==> src/rtl/spi_txc_if.sv <==
// Word handshake between the TX buffer and the SPI transmit shift core.
// The buffer side is the master; the shift core is the slave.
interface spi_txc_if;
  logic [31:0] tx_data;
  logic        tx_data_vld;
  logic        tx_data_rdy;

  modport master (output tx_data, output tx_data_vld, input  tx_data_rdy);
  modport slave  (input  tx_data, input  tx_data_vld, output tx_data_rdy);
endinterface

==> src/rtl/spi_txc.sv <==
// SPI transmit shift core: takes 8/16/32-bit words over a valid/ready
// handshake and serialises one bit per clk_tx, MSB- or LSB-first, counting
// frames up to spi_tnum_max. Defining SPI_TXC_CRC_EN adds a serial CRC over
// the transmitted bits, appended as one extra MSB-first frame.
module spi_txc (
  input  logic        clk_tx,
  input  logic        spi_tx_rst,
  input  logic        spi_en,
  input  logic [1:0]  df,
  input  logic        lsbf,
  input  logic        crc_en,
  input  logic [12:0] spi_tnum_max,
  input  logic [31:0] crc_poly,
  spi_txc_if.slave    tx_if,
  output logic        shift_out,
  output logic        tx_bit_en,
  output logic        tx_busy,
  output logic        tx_num_max_en,
  output logic        tx_crc_en,
  output logic        tx_done,
  output logic [31:0] tx_crc_data_out
);

  typedef enum logic [2:0] {S_IDLE, S_DATA, S_WAIT, S_CRC, S_END} state_e;

  state_e      state_q, state_d;
  logic [31:0] word_q, word_d;          // frame being shifted (data or CRC snapshot)
  logic [4:0]  last_q, last_d;          // N-1 of the frame being shifted
  logic        lsb_q, lsb_d;            // effective bit order of that frame
  logic [4:0]  bit_cnt_q, bit_cnt_d;    // index of the bit currently on the line
  logic [12:0] frame_cnt_q, frame_cnt_d;
  logic [12:0] tnum_q, tnum_d;
  logic        shift_q, shift_d;
  logic        bit_en_q, bit_en_d;
  logic        busy_q, busy_d;
  logic        num_max_q, num_max_d;
  logic        crc_flag_q, crc_flag_d;
  logic        done_q, done_d;
  logic        rdy, accept, last_bit, frames_left;

`ifdef SPI_TXC_CRC_EN
  logic        crc_en_q, crc_en_d;
  logic [31:0] poly_q, poly_d;
  logic [31:0] crc_q, crc_d;
`else
  logic        unused_crc_inputs;
  assign unused_crc_inputs = ^{crc_en, crc_poly};
`endif

  function automatic logic [4:0] last_idx(input logic [1:0] f);
    logic [4:0] r;
    case (f)
      2'b00:   r = 5'd7;
      2'b01:   r = 5'd15;
      default: r = 5'd31;
    endcase
    return r;
  endfunction

  function automatic logic pick_bit(input logic [31:0] w, input logic [4:0] last,
                                    input logic lsb, input logic [4:0] cnt);
    logic [4:0] pos;
    pos = lsb ? cnt : (last - cnt);
    return w[pos];
  endfunction

`ifdef SPI_TXC_CRC_EN
  function automatic logic [31:0] crc_step(input logic [31:0] crc, input logic [31:0] poly,
                                           input logic [4:0] last, input logic b);
    logic        fb;
    logic [31:0] mask;
    fb   = crc[last] ^ b;
    mask = (32'd2 << last) - 32'd1;  // last=31 wraps to all ones
    return ((crc << 1) ^ (fb ? poly : 32'd0)) & mask;
  endfunction
`endif

  assign last_bit    = (bit_cnt_q == last_q);
  assign frames_left = ({1'b0, frame_cnt_q} + 14'd1) < {1'b0, tnum_q};

  // Ready is combinational on state; reset and a low enable block any accept.
  always_comb begin
    rdy = 1'b0;
    if (!spi_tx_rst && spi_en) begin
      case (state_q)
        S_IDLE, S_WAIT: rdy = 1'b1;
        S_DATA:         rdy = last_bit && frames_left;
        default:        rdy = 1'b0;
      endcase
    end
  end

  assign tx_if.tx_data_rdy = rdy;
  assign accept            = rdy & tx_if.tx_data_vld;

  // Next-state and next-output logic for the transfer sequencer.
  always_comb begin
    // NOTE: every _d signal gets a default first so no path can infer a latch.
    state_d     = state_q;
    word_d      = word_q;
    last_d      = last_q;
    lsb_d       = lsb_q;
    bit_cnt_d   = bit_cnt_q;
    frame_cnt_d = frame_cnt_q;
    tnum_d      = tnum_q;
    busy_d      = busy_q;
    num_max_d   = num_max_q;
    shift_d     = 1'b0;
    bit_en_d    = 1'b0;
    crc_flag_d  = 1'b0;
    done_d      = 1'b0;
`ifdef SPI_TXC_CRC_EN
    crc_en_d    = crc_en_q;
    poly_d      = poly_q;
    crc_d       = crc_q;
`endif
    if (!spi_en) begin
      // Abort: drop straight back to IDLE without a done pulse.
      if (state_q != S_IDLE) begin
        state_d     = S_IDLE;
        busy_d      = 1'b0;
        num_max_d   = 1'b0;
        bit_cnt_d   = '0;
        frame_cnt_d = '0;
`ifdef SPI_TXC_CRC_EN
        crc_d       = '0;
`endif
      end
    end else begin
      case (state_q)
        S_IDLE: begin
          if (accept) begin
            frame_cnt_d = '0;
            tnum_d      = (spi_tnum_max == 13'd0) ? 13'd1 : spi_tnum_max;
            busy_d      = 1'b1;
            num_max_d   = 1'b0;
`ifdef SPI_TXC_CRC_EN
            crc_en_d    = crc_en;
            poly_d      = crc_poly;
            crc_d       = '0;
`endif
          end
        end
        S_DATA: begin
`ifdef SPI_TXC_CRC_EN
          crc_d = crc_step(crc_q, poly_q, last_q, shift_q);
`endif
          if (!last_bit) begin
            bit_cnt_d = bit_cnt_q + 5'd1;
            shift_d   = pick_bit(word_q, last_q, lsb_q, bit_cnt_q + 5'd1);
            bit_en_d  = 1'b1;
          end else begin
            frame_cnt_d = frame_cnt_q + 13'd1;
            if (frames_left) begin
              state_d = S_WAIT;  // overridden below by a seamless accept
            end
`ifdef SPI_TXC_CRC_EN
            else if (crc_en_q) begin
              state_d    = S_CRC;
              word_d     = crc_d;
              lsb_d      = 1'b0;
              bit_cnt_d  = '0;
              shift_d    = crc_d[last_q];
              bit_en_d   = 1'b1;
              crc_flag_d = 1'b1;
            end
`endif
            else begin
              state_d   = S_END;
              busy_d    = 1'b0;
              num_max_d = 1'b0;
              done_d    = 1'b1;
            end
          end
        end
        S_CRC: begin
          if (!last_bit) begin
            bit_cnt_d  = bit_cnt_q + 5'd1;
            shift_d    = pick_bit(word_q, last_q, lsb_q, bit_cnt_q + 5'd1);
            bit_en_d   = 1'b1;
            crc_flag_d = 1'b1;
          end else begin
            state_d   = S_END;
            busy_d    = 1'b0;
            num_max_d = 1'b0;
            done_d    = 1'b1;
          end
        end
        S_END:   state_d = S_IDLE;
        default: state_d = state_q;  // S_WAIT holds until accept
      endcase

      // Word load, shared by transfer start, seamless reload and WAIT exit.
      if (accept) begin
        state_d   = S_DATA;
        word_d    = tx_if.tx_data;
        last_d    = last_idx(df);
        lsb_d     = lsbf;
        bit_cnt_d = '0;
        shift_d   = pick_bit(tx_if.tx_data, last_idx(df), lsbf, 5'd0);
        bit_en_d  = 1'b1;
        num_max_d = num_max_d | (frame_cnt_d == (tnum_d - 13'd1));
      end
    end
  end

  // Register update with synchronous active-high reset.
  always_ff @(posedge clk_tx) begin
    // NOTE: non-blocking assignments so every register samples pre-edge values.
    if (spi_tx_rst) begin
      state_q     <= S_IDLE;
      word_q      <= '0;
      last_q      <= '0;
      lsb_q       <= 1'b0;
      bit_cnt_q   <= '0;
      frame_cnt_q <= '0;
      tnum_q      <= '0;
      shift_q     <= 1'b0;
      bit_en_q    <= 1'b0;
      busy_q      <= 1'b0;
      num_max_q   <= 1'b0;
      crc_flag_q  <= 1'b0;
      done_q      <= 1'b0;
`ifdef SPI_TXC_CRC_EN
      crc_en_q    <= 1'b0;
      poly_q      <= '0;
      crc_q       <= '0;
`endif
    end else begin
      state_q     <= state_d;
      word_q      <= word_d;
      last_q      <= last_d;
      lsb_q       <= lsb_d;
      bit_cnt_q   <= bit_cnt_d;
      frame_cnt_q <= frame_cnt_d;
      tnum_q      <= tnum_d;
      shift_q     <= shift_d;
      bit_en_q    <= bit_en_d;
      busy_q      <= busy_d;
      num_max_q   <= num_max_d;
      crc_flag_q  <= crc_flag_d;
      done_q      <= done_d;
`ifdef SPI_TXC_CRC_EN
      crc_en_q    <= crc_en_d;
      poly_q      <= poly_d;
      crc_q       <= crc_d;
`endif
    end
  end

  assign shift_out     = shift_q;
  assign tx_bit_en     = bit_en_q;
  assign tx_busy       = busy_q;
  assign tx_num_max_en = num_max_q;
  assign tx_crc_en     = crc_flag_q;
  assign tx_done       = done_q;
`ifdef SPI_TXC_CRC_EN
  assign tx_crc_data_out = crc_q;
`else
  assign tx_crc_data_out = 32'h0;
`endif

endmodule

==> src/flat_wrapper.sv <==
// flat-port wrapper written by rule: the top's interface ports become plain ports
module spi_txc_flat 
  (clk_tx, spi_tx_rst, spi_en, df, lsbf, crc_en, spi_tnum_max, crc_poly, shift_out, tx_bit_en, tx_busy, tx_num_max_en, tx_crc_en, tx_done, tx_crc_data_out, tx_if_tx_data, tx_if_tx_data_vld, tx_if_tx_data_rdy);
  spi_txc_if tx_if_i ();
  input  logic clk_tx;
  input  logic spi_tx_rst;
  input  logic spi_en;
  input  logic [1:0] df;
  input  logic lsbf;
  input  logic crc_en;
  input  logic [12:0] spi_tnum_max;
  input  logic [31:0] crc_poly;
  output logic shift_out;
  output logic tx_bit_en;
  output logic tx_busy;
  output logic tx_num_max_en;
  output logic tx_crc_en;
  output logic tx_done;
  output logic [31:0] tx_crc_data_out;
  input wire logic [$bits(tx_if_i.tx_data)-1:0] tx_if_tx_data;
  input wire logic [$bits(tx_if_i.tx_data_vld)-1:0] tx_if_tx_data_vld;
  output wire logic [$bits(tx_if_i.tx_data_rdy)-1:0] tx_if_tx_data_rdy;
  assign tx_if_i.tx_data = tx_if_tx_data;
  assign tx_if_i.tx_data_vld = tx_if_tx_data_vld;
  assign tx_if_tx_data_rdy = tx_if_i.tx_data_rdy;
  spi_txc u_core (.clk_tx(clk_tx), .spi_tx_rst(spi_tx_rst), .spi_en(spi_en), .df(df), .lsbf(lsbf), .crc_en(crc_en), .spi_tnum_max(spi_tnum_max), .crc_poly(crc_poly), .tx_if(tx_if_i), .shift_out(shift_out), .tx_bit_en(tx_bit_en), .tx_busy(tx_busy), .tx_num_max_en(tx_num_max_en), .tx_crc_en(tx_crc_en), .tx_done(tx_done), .tx_crc_data_out(tx_crc_data_out));
endmodule
==> config.mk <==
export PLATFORM = sky130hd
export DESIGN_NAME = spi_txc_flat
export DESIGN_NICKNAME = d
export VERILOG_FILES = /design/src/rtl/spi_txc_if.sv /design/src/rtl/spi_txc.sv /design/src/flat_wrapper.sv
export SDC_FILE = /design/constraint.sdc
export NUM_CORES = 1
export LEC_CHECK = 0
export BUFFER_PORTS_ARGS = -buffer_cell sky130_fd_sc_hd__buf_2
export CORE_MARGIN = 4
export CORE_UTILIZATION = 49
export CTS_CLUSTER_SIZE = 14
export DETAILED_ROUTE_END_ITERATION = 10
export GPL_TIMING_DRIVEN = 0
export PLACE_DENSITY = 0.77
export REMOVE_ABC_BUFFERS = 1
export SYNTH_ARGS = -nofsm -noshare
export SYNTH_HDL_FRONTEND = slang
export SYNTH_SLANG_ARGS = --single-unit
export TNS_END_PERCENT = 5
==> constraint.sdc <==
create_clock -name clk_tx -period 3.8 [get_ports clk_tx]
set_input_delay 0.76 -clock clk_tx [delete_from_list [all_inputs] [get_ports clk_tx]]
set_output_delay 0.76 -clock clk_tx [all_outputs]
set_load 0.005 [all_outputs]
Word-level counts from Yosys, hierarchy flattened
Cells that the tools add are included.
{"block": "word_totals", "regBits": 78, "input_bits": 85, "elab_cells": 116}
{"block": "op_classes", "add_sub_neg": 5, "n_lt_le_gt_ge": 3, "eq_ne": 17, "muxes": 58, "bitwise": 4, "n_reduce_logical": 16}
{"operator": "two-way mux 13 bit", "n": 9}
{"operator": "two-way mux 5 bit", "n": 9}
{"operator": "one-hot mux 13 bit (2 select lines)", "n": 1}
{"operator": "two-way mux 1 bit", "n": 25}
{"operator": "two-way mux 3 bit", "n": 6}
{"operator": "inequality test 3 x 2 -> 1 bit (second input constant)", "n": 5}
{"operator": "adder 13 x 1 -> 14 bit (second input constant)", "n": 1}
{"operator": "less-than comparator 14 x 13 -> 1 bit", "n": 1}
{"operator": "adder 13 x 1 -> 13 bit (second input constant)", "n": 1}
{"operator": "equality test 13 bit", "n": 1}
{"operator": "logical NOT 13 bit", "n": 1}
{"operator": "subtractor 13 x 1 -> 13 bit (second input constant)", "n": 1}
{"operator": "less-than comparator 5 x 6 -> 1 bit (second input constant)", "n": 2}
{"operator": "binary-select mux 1 bit (select 5 bit)", "n": 2}
{"operator": "one-hot mux 5 bit (2 select lines)", "n": 1}
{"operator": "one-hot mux 3 bit (3 select lines)", "n": 1}
{"operator": "inequality test 4 x 2 -> 1 bit (second input constant)", "n": 2}
{"operator": "equality test 3 x 2 -> 1 bit (second input constant)", "n": 2}
{"operator": "one-hot mux 1 bit (3 select lines)", "n": 2}
{"operator": "AND reduction 6 bit", "n": 1}
{"operator": "OR reduction 2 bit", "n": 3}
{"operator": "adder 5 x 1 -> 5 bit (second input constant)", "n": 1}
{"operator": "equality test 5 bit", "n": 1}
{"operator": "inequality test 5 x 1 -> 1 bit (second input constant)", "n": 1}
{"operator": "20 further kinds", "n": 23}

Logic depth before layout (Yosys ltp)
{"block": "depth", "ltp_word": 14, "ltp_mapped": 16, "ltp_nobuf": 13}

Worst setup path before layout
OpenSTA, ideal clock, no wires.
{"block": "synth_timing", "path_type": "input to register", "start": "input port spi_en", "end": "register u_core.num_max_q, in the netlist u_core.tx_num_max_en", "setup_time_ps": 96, "arrival_time_ps": 3727, "required_time_ps": 3704, "slack_ps": -23, "stages": 16, "path_buffers": 3, "cell_sequence": "clkbuf_1 -> and3b_1 -> nand2_1 -> buf_6 -> clkbuf_1 -> nor2_1 -> a21oi_1 -> ha_1 -> nand2b_1 -> nor4_1 -> xnor2_1 -> mux2i_1 -> xnor2_1 -> nand3_1 -> or4_1 -> o41ai_2"}
{"block": "synth_between", "elab_chain_len": 11}
{"item": "start, declared", "line_no": "flat_wrapper.sv:7", "text": "input logic spi_en;"}
{"item": "logical AND 1 bit", "line_no": "spi_txc.sv:84", "text": "if (!spi_tx_rst && spi_en) begin"}
{"item": "two-way mux 1 bit", "line_no": "spi_txc.sv:84"}
{"item": "bitwise AND 1 bit", "line_no": "spi_txc.sv:94", "text": "assign accept = rdy & tx_if.tx_data_vld;"}
{"item": "two-way mux 13 bit", "line_no": "spi_txc.sv:132", "text": "if (accept) begin"}
{"item": "two-way mux 13 bit", "line_no": "spi_txc.sv:130", "text": "case (state_q)"}
{"item": "two-way mux 13 bit", "line_no": "spi_txc.sv:117", "text": "if (!spi_en) begin"}
{"item": "subtractor 13 x 1 -> 13 bit", "line_no": "spi_txc.sv:202", "text": "num_max_d = num_max_d | (frame_cnt_d == (tnum_d - 13'd1));"}
{"item": "equality test 13 bit", "line_no": "spi_txc.sv:202"}
{"item": "bitwise OR 1 bit", "line_no": "spi_txc.sv:202"}
{"item": "two-way mux 1 bit", "line_no": "spi_txc.sv:194", "text": "if (accept) begin"}
{"item": "two-way mux 1 bit", "line_no": "spi_txc.sv:117"}
{"item": "end signal, assigned", "line_no": "spi_txc.sv:240", "text": "num_max_q <= num_max_d;"}
{"item": "end, declared", "line_no": "spi_txc.sv:36", "text": "logic num_max_q, num_max_d;"}
Several ways; a longest one is shown, not always the timed one. The select of a mux whose other input is x is not followed.
A chain may end at the register's enable or synchronous reset.

Worst setup path after layout
{"block": "layout_timing", "start": "register u_core.frame_cnt_q[1]", "end": "register u_core.num_max_q, in the netlist u_core.tx_num_max_en"}
{"block": "layout_between", "elab_chain_len": 14}
{"item": "start, declared", "line_no": "spi_txc.sv:31", "text": "logic [12:0] frame_cnt_q, frame_cnt_d;"}
{"item": "start signal, assigned", "line_no": "spi_txc.sv:235", "text": "frame_cnt_q <= frame_cnt_d;"}
{"item": "adder 13 x 1 -> 14 bit", "line_no": "spi_txc.sv:79", "text": "assign frames_left = ({1'b0, frame_cnt_q} + 14'd1) < {1'b0, tnum_q};"}
{"item": "less-than comparator 14 x 13 -> 1 bit", "line_no": "spi_txc.sv:79"}
{"item": "logical AND 1 bit", "line_no": "spi_txc.sv:87", "text": "S_DATA: rdy = last_bit && frames_left;"}
{"item": "one-hot mux 1 bit (2 select lines)", "line_no": "spi_txc.sv:85", "text": "case (state_q)"}
{"item": "two-way mux 1 bit", "line_no": "spi_txc.sv:84"}
{"item": "bitwise AND 1 bit", "line_no": "spi_txc.sv:94"}
{"item": "two-way mux 13 bit", "line_no": "spi_txc.sv:132"}
{"item": "two-way mux 13 bit", "line_no": "spi_txc.sv:130"}
{"item": "two-way mux 13 bit", "line_no": "spi_txc.sv:117"}
{"item": "subtractor 13 x 1 -> 13 bit", "line_no": "spi_txc.sv:202"}
{"item": "equality test 13 bit", "line_no": "spi_txc.sv:202"}
{"item": "bitwise OR 1 bit", "line_no": "spi_txc.sv:202"}
{"item": "two-way mux 1 bit (*)", "line_no": "spi_txc.sv:194"}
{"item": "two-way mux 1 bit (*)", "line_no": "spi_txc.sv:117"}
Every way passes the cells marked *; elsewhere a longest branch is shown, timed or not. The select of a mux whose other input is x is not followed.

==> summary.md <==
| Metric | Value |
|---|---|
| Run status | complete, no violations |
| Worst EP arrival | a little under 4 ns |
| Synth Area in XOR/XNOR | 7.60% |
| Share of cells above drive strength 1 | roughly a fifth |
| Worst path required time | 4.08 ns |
| Slew Viols, Final | 0 |
| Layout area overhead | 13.2% |
| First DRT Iteration DRCs | between 300 and 400 |
| Net count, final | 805 |
| Tot Pwr | between 2 and 2.5 mW |
| Compound-cell area share of the yosys netlist | between 10% and 20% |
| Vias in the first global route | ~4600 |
| CTS tree | done |
| Seq pwr share | 40.1% |
| Grt met2 use | around 36% |
| # hold bufs at CTS | 0 |
| Core area | between 10000 and 15000 sq um |
| Met3 usage | roughly 3.9% |
| Worst setup EP type | register |
| Final WL | 13.6 mm |
| Clk_skew | ~0.013 ns |
| Height of the chip | 111 um |
| Gate power share | 29.1% |
| H-tree depth | 3 |
| Setup TNS | 0 ns |
| Fin crit share | 96.9% |
| Port bufs | 58 |
| Max Fclk | 0.272 GHz |
| Ant diodes | 0 |
| Post-synthesis cell area | ~5200 sq um |
| GR peak layer | met2 |
| Chip width | around 110 um |
| Power Dens Cells | 374 nW/um^2 |
| Startpoint Class | register |
| Rel. slew slack | a little over a tenth |
| RSZ-0062 raised after global routing | true |
| Switching pwr | 0.767 mW |
| Post-synthesis adder-cell area fraction | approximately 5.0% |
| GR met1 Demand/Resource | between 20% and 30% |
| Largest net degree at the start of global routing | 67 |
| First-pass GRT wire length | between 20 and 25 mm |
| Clock tree buffer depth | 2 |
| Hold Path Class | register to register |
| # rows | 37 |
| First-pass DRT Iterations | 5 |
| Pleak | roughly 2.3 nW |
| WL per Instance | 16.1 um |
| DR DRC count | 0 |
| Worst setup margin | ~0.12 ns |
| Int Power | between 1 and 1.5 mW |
| Hpwl dp | 9.66 mm |
| Mux contribution to synthesized area | about 7.8% |
| Pre-CTS setup slack | -1.54 ns |
| Vias per cell | around 5.7 |
| Inserted Clock Buffers | 9 |
| Finish-stage setup viols | 0 |
| CTS sink cnt | 76 |
| Number of flops mapped to enable cells by yosys | 0 |
| Ys async rst share | 0% |
| Yosys warnings | 0 |
| Die ar. | about 12000 sq um |
| Final hold vios | 0 |
| Number of synthesized register bits | 76 |
| Synthesized instance count | around 660 |
| Crit Path Max Fanout | 30 |
| Largest family of logic cells by synthesized area | simple AND/OR/NAND/NOR gates |
| DR vias | 4818 |
| RD Place Congestion | slightly above 0.9 |
| Final Critical Period | roughly 3.7 ns |
| Ys flop type | dfxtp_1 |
| Routed Antenna Nets | 0 |
| Worst-Skew Late Latency | 0.37 ns |
| Synth Area in Simple Gates | between 20% and 30% |
| Max Cap Viol | 0 |
| Switching share of power | a little over a third |
| Worst slew pin tran | between 1 and 1.5 ns |
| Global route total overflow | 0 |
| GRT Util Overall | approximately a fifth |
| Post-Syn Area per Cell | roughly 8 sq um |
| Critical setup path kind | register to register |
| Clk root buf | clkbuf_8 |
| Clk pwr share | between 30% and 40% |
| Initial antenna violation count | 0 |
| VDD IR-drop max | roughly 0.00026 V |
| IO Pins | ~120 |
| Initial core utilization | approximately 50% |
| Register area share after synthesis | just under 30% |
| Cell variety after synth | 68 |
| Clk slew on worst S/H paths | about 0.090 ns |
-- state kept, by name, indices dropped and copies added (netlist names) --
signal / flops
u_core.last_q: 3
u_core.shift_out: 1
u_core.state_q: 3
u_core.bit_cnt_q: 5
u_core.lsb_q: 1
u_core.frame_cnt_q: 13
u_core.tx_crc_en: 1
u_core.tx_bit_en: 1
u_core.tnum_q: 13
u_core.tx_busy: 1
u_core.tx_done: 1
u_core.word_q: 32
u_core.tx_num_max_en: 1
-- cells in the final DEF, fill, tap and decap left out, types with 3 or more instances in the layout --
cell      netlist  final
nand2b_1        8      8
a31oi_1         4      4
and3_1          6      5
nand3_2         0      3
nor3_1         20     17
inv_1          24     24
buf_4          32     10
nor2_1         36     35
xor2_1         11     11
o211ai_1        4      4
o21ai_0        25     25
nor4_1          4      3
a211oi_1        4      4
or4_1           5      5
and4_1          5      5
xnor2_1        34     32
a211o_1         3      3
a22oi_1         3      3
nand2_1       108    107
nand4_1         6      6
conb_1          1     32
or3_1           6      5
mux2i_1        20     19
nor3_2          1      3
dfxtp_1        76     68
a21o_1          4      4
mux4_2          8      8
inv_6           0      3
buf_2           7     57
clkbuf_8        0      9
dfxtp_2         0      6
a22o_1          6      6
a21oi_1        72     70
ha_1           19     17
nor2b_1         3      3
nand3_1        21     18
-- power by group through the flow --
| stage | sequential [mW] | clock, mW | combinational [mW] |
|---|---|---|---|
| after global placement | 0.892 | 0 | 0.544 |
| after CTS | 0.875 | 0.687 | 0.601 |
| after detailed placement | 0.894 | 0 | 0.569 |
| after global routing | 0.886 | 0.719 | 0.702 |
| after floorplan | 0.883 | 0 | 0.405 |
| final | 0.880 | 0.676 | 0.639 |
-- logic make-up (layout without fill, tap and decap cells) --
group	after synthesis	after routing
adder cells (fa/ha/maj)	20	20
XOR/XNOR	45	45
AND/OR/NAND/NOR	244	245
flip-flops	76	76
multiplexers	30	30
AO/OA/AOI/OAI	145	145
other	1	32
buffers and inverters	94	112
-- timing repair --
| action | in CTS | in global routing |
|---|---|---|
| gates resized for setup | 27 | 15 |
| pin swaps | 4 | 10 |
| cloned | 0 | 1 |
| buffers inserted | 6 | 6 |
| endpoints found under the setup margin | 43 | 4 |
-- Yosys cell counts, types with 11 or more instances --
cell type	count	area (sq um)
buf_4	32	240
clkbuf_1	25	93.8
nand2_1	108	405
ha_1	19	238
nor3_1	20	100
xor2_1	11	96.3
nor2_1	36	135
o21ai_0	25	125
mux2i_1	20	200
xnor2_1	34	298
nand3_1	21	105
inv_1	24	90.1
dfxtp_1	76	1520
a21oi_1	72	360
-- path summary, 6_finish.rpt --
| kind | start | end | slack (ns) | depth (start not counted) |
|---|---|---|---|---|
| hold reg to reg | u_core.word_q[19]$_SDFFE_PP0P_ | u_core.word_q[19]$_SDFFE_PP0P_ | 0.45 | 2 |
| setup / recovery | u_core.frame_cnt_q[1]$_SDFFE_PP0N_ | u_core.tx_num_max_en$_SDFFE_PP0N_ | 0.12 | 15 |
| hold / removal | u_core.word_q[19]$_SDFFE_PP0P_ | u_core.word_q[19]$_SDFFE_PP0P_ | 0.45 | 2 |
| setup reg to reg | u_core.frame_cnt_q[1]$_SDFFE_PP0N_ | u_core.tx_num_max_en$_SDFFE_PP0N_ | 0.12 | 15 |
-- worst max-delay path, stage by stage, from the launching register on --
cell and delay (ns):
dfxtp_4 0.40, ha_4 0.16, and3_4 0.24, buf_4 0.13, nand4_1 0.13, xnor2_1 0.23
ha_1 0.28, nand3_2 0.10, a211o_1 0.12, nand4_1 0.25, buf_4 0.24, o22ai_4 0.18
buf_16 0.21, nand3_1 0.09, or4_1 0.61, o41ai_2 0.21
-- metrics by stage --
| step | hold slack, ns | area (sq um) | utilization, % | instances |
|---|---|---|---|---|
| after CTS | 0.455 | 5750 | 55.7 | 834 |
| final | 0.455 | 5870 | 56.9 | 841 |
| after global routing | 0.465 | 5870 | 56.9 | 841 |
| after global placement | 0.436 | 5350 | 51.8 | 811 |
| after floorplan | 0.423 | 4880 | - | 617 |
| after detailed placement | 0.443 | 5390 | 52.2 | 812 |
-- final cells by class --
cell class | instances | area [sq um]
fillers | 946 | 4450
multi-input cells | 517 | 3430
flip-flops and latches | 76 | 1540
repair buffers | 71 | 433
well taps | 136 | 170
clock buffers | 9 | 124
inverters | 25 | 93.8
clock inverters | 7 | 87.6
-- per-layer routing --
layer | vias up | part of all wire, %
li1 | 2324 | -
met4 | 0 | 1.5
met5 | - | 0
met2 | 216 | 49
met3 | 18 | 7.8
met1 | 2260 | 41
Note: power is estimated with default switching activity, not from simulation.
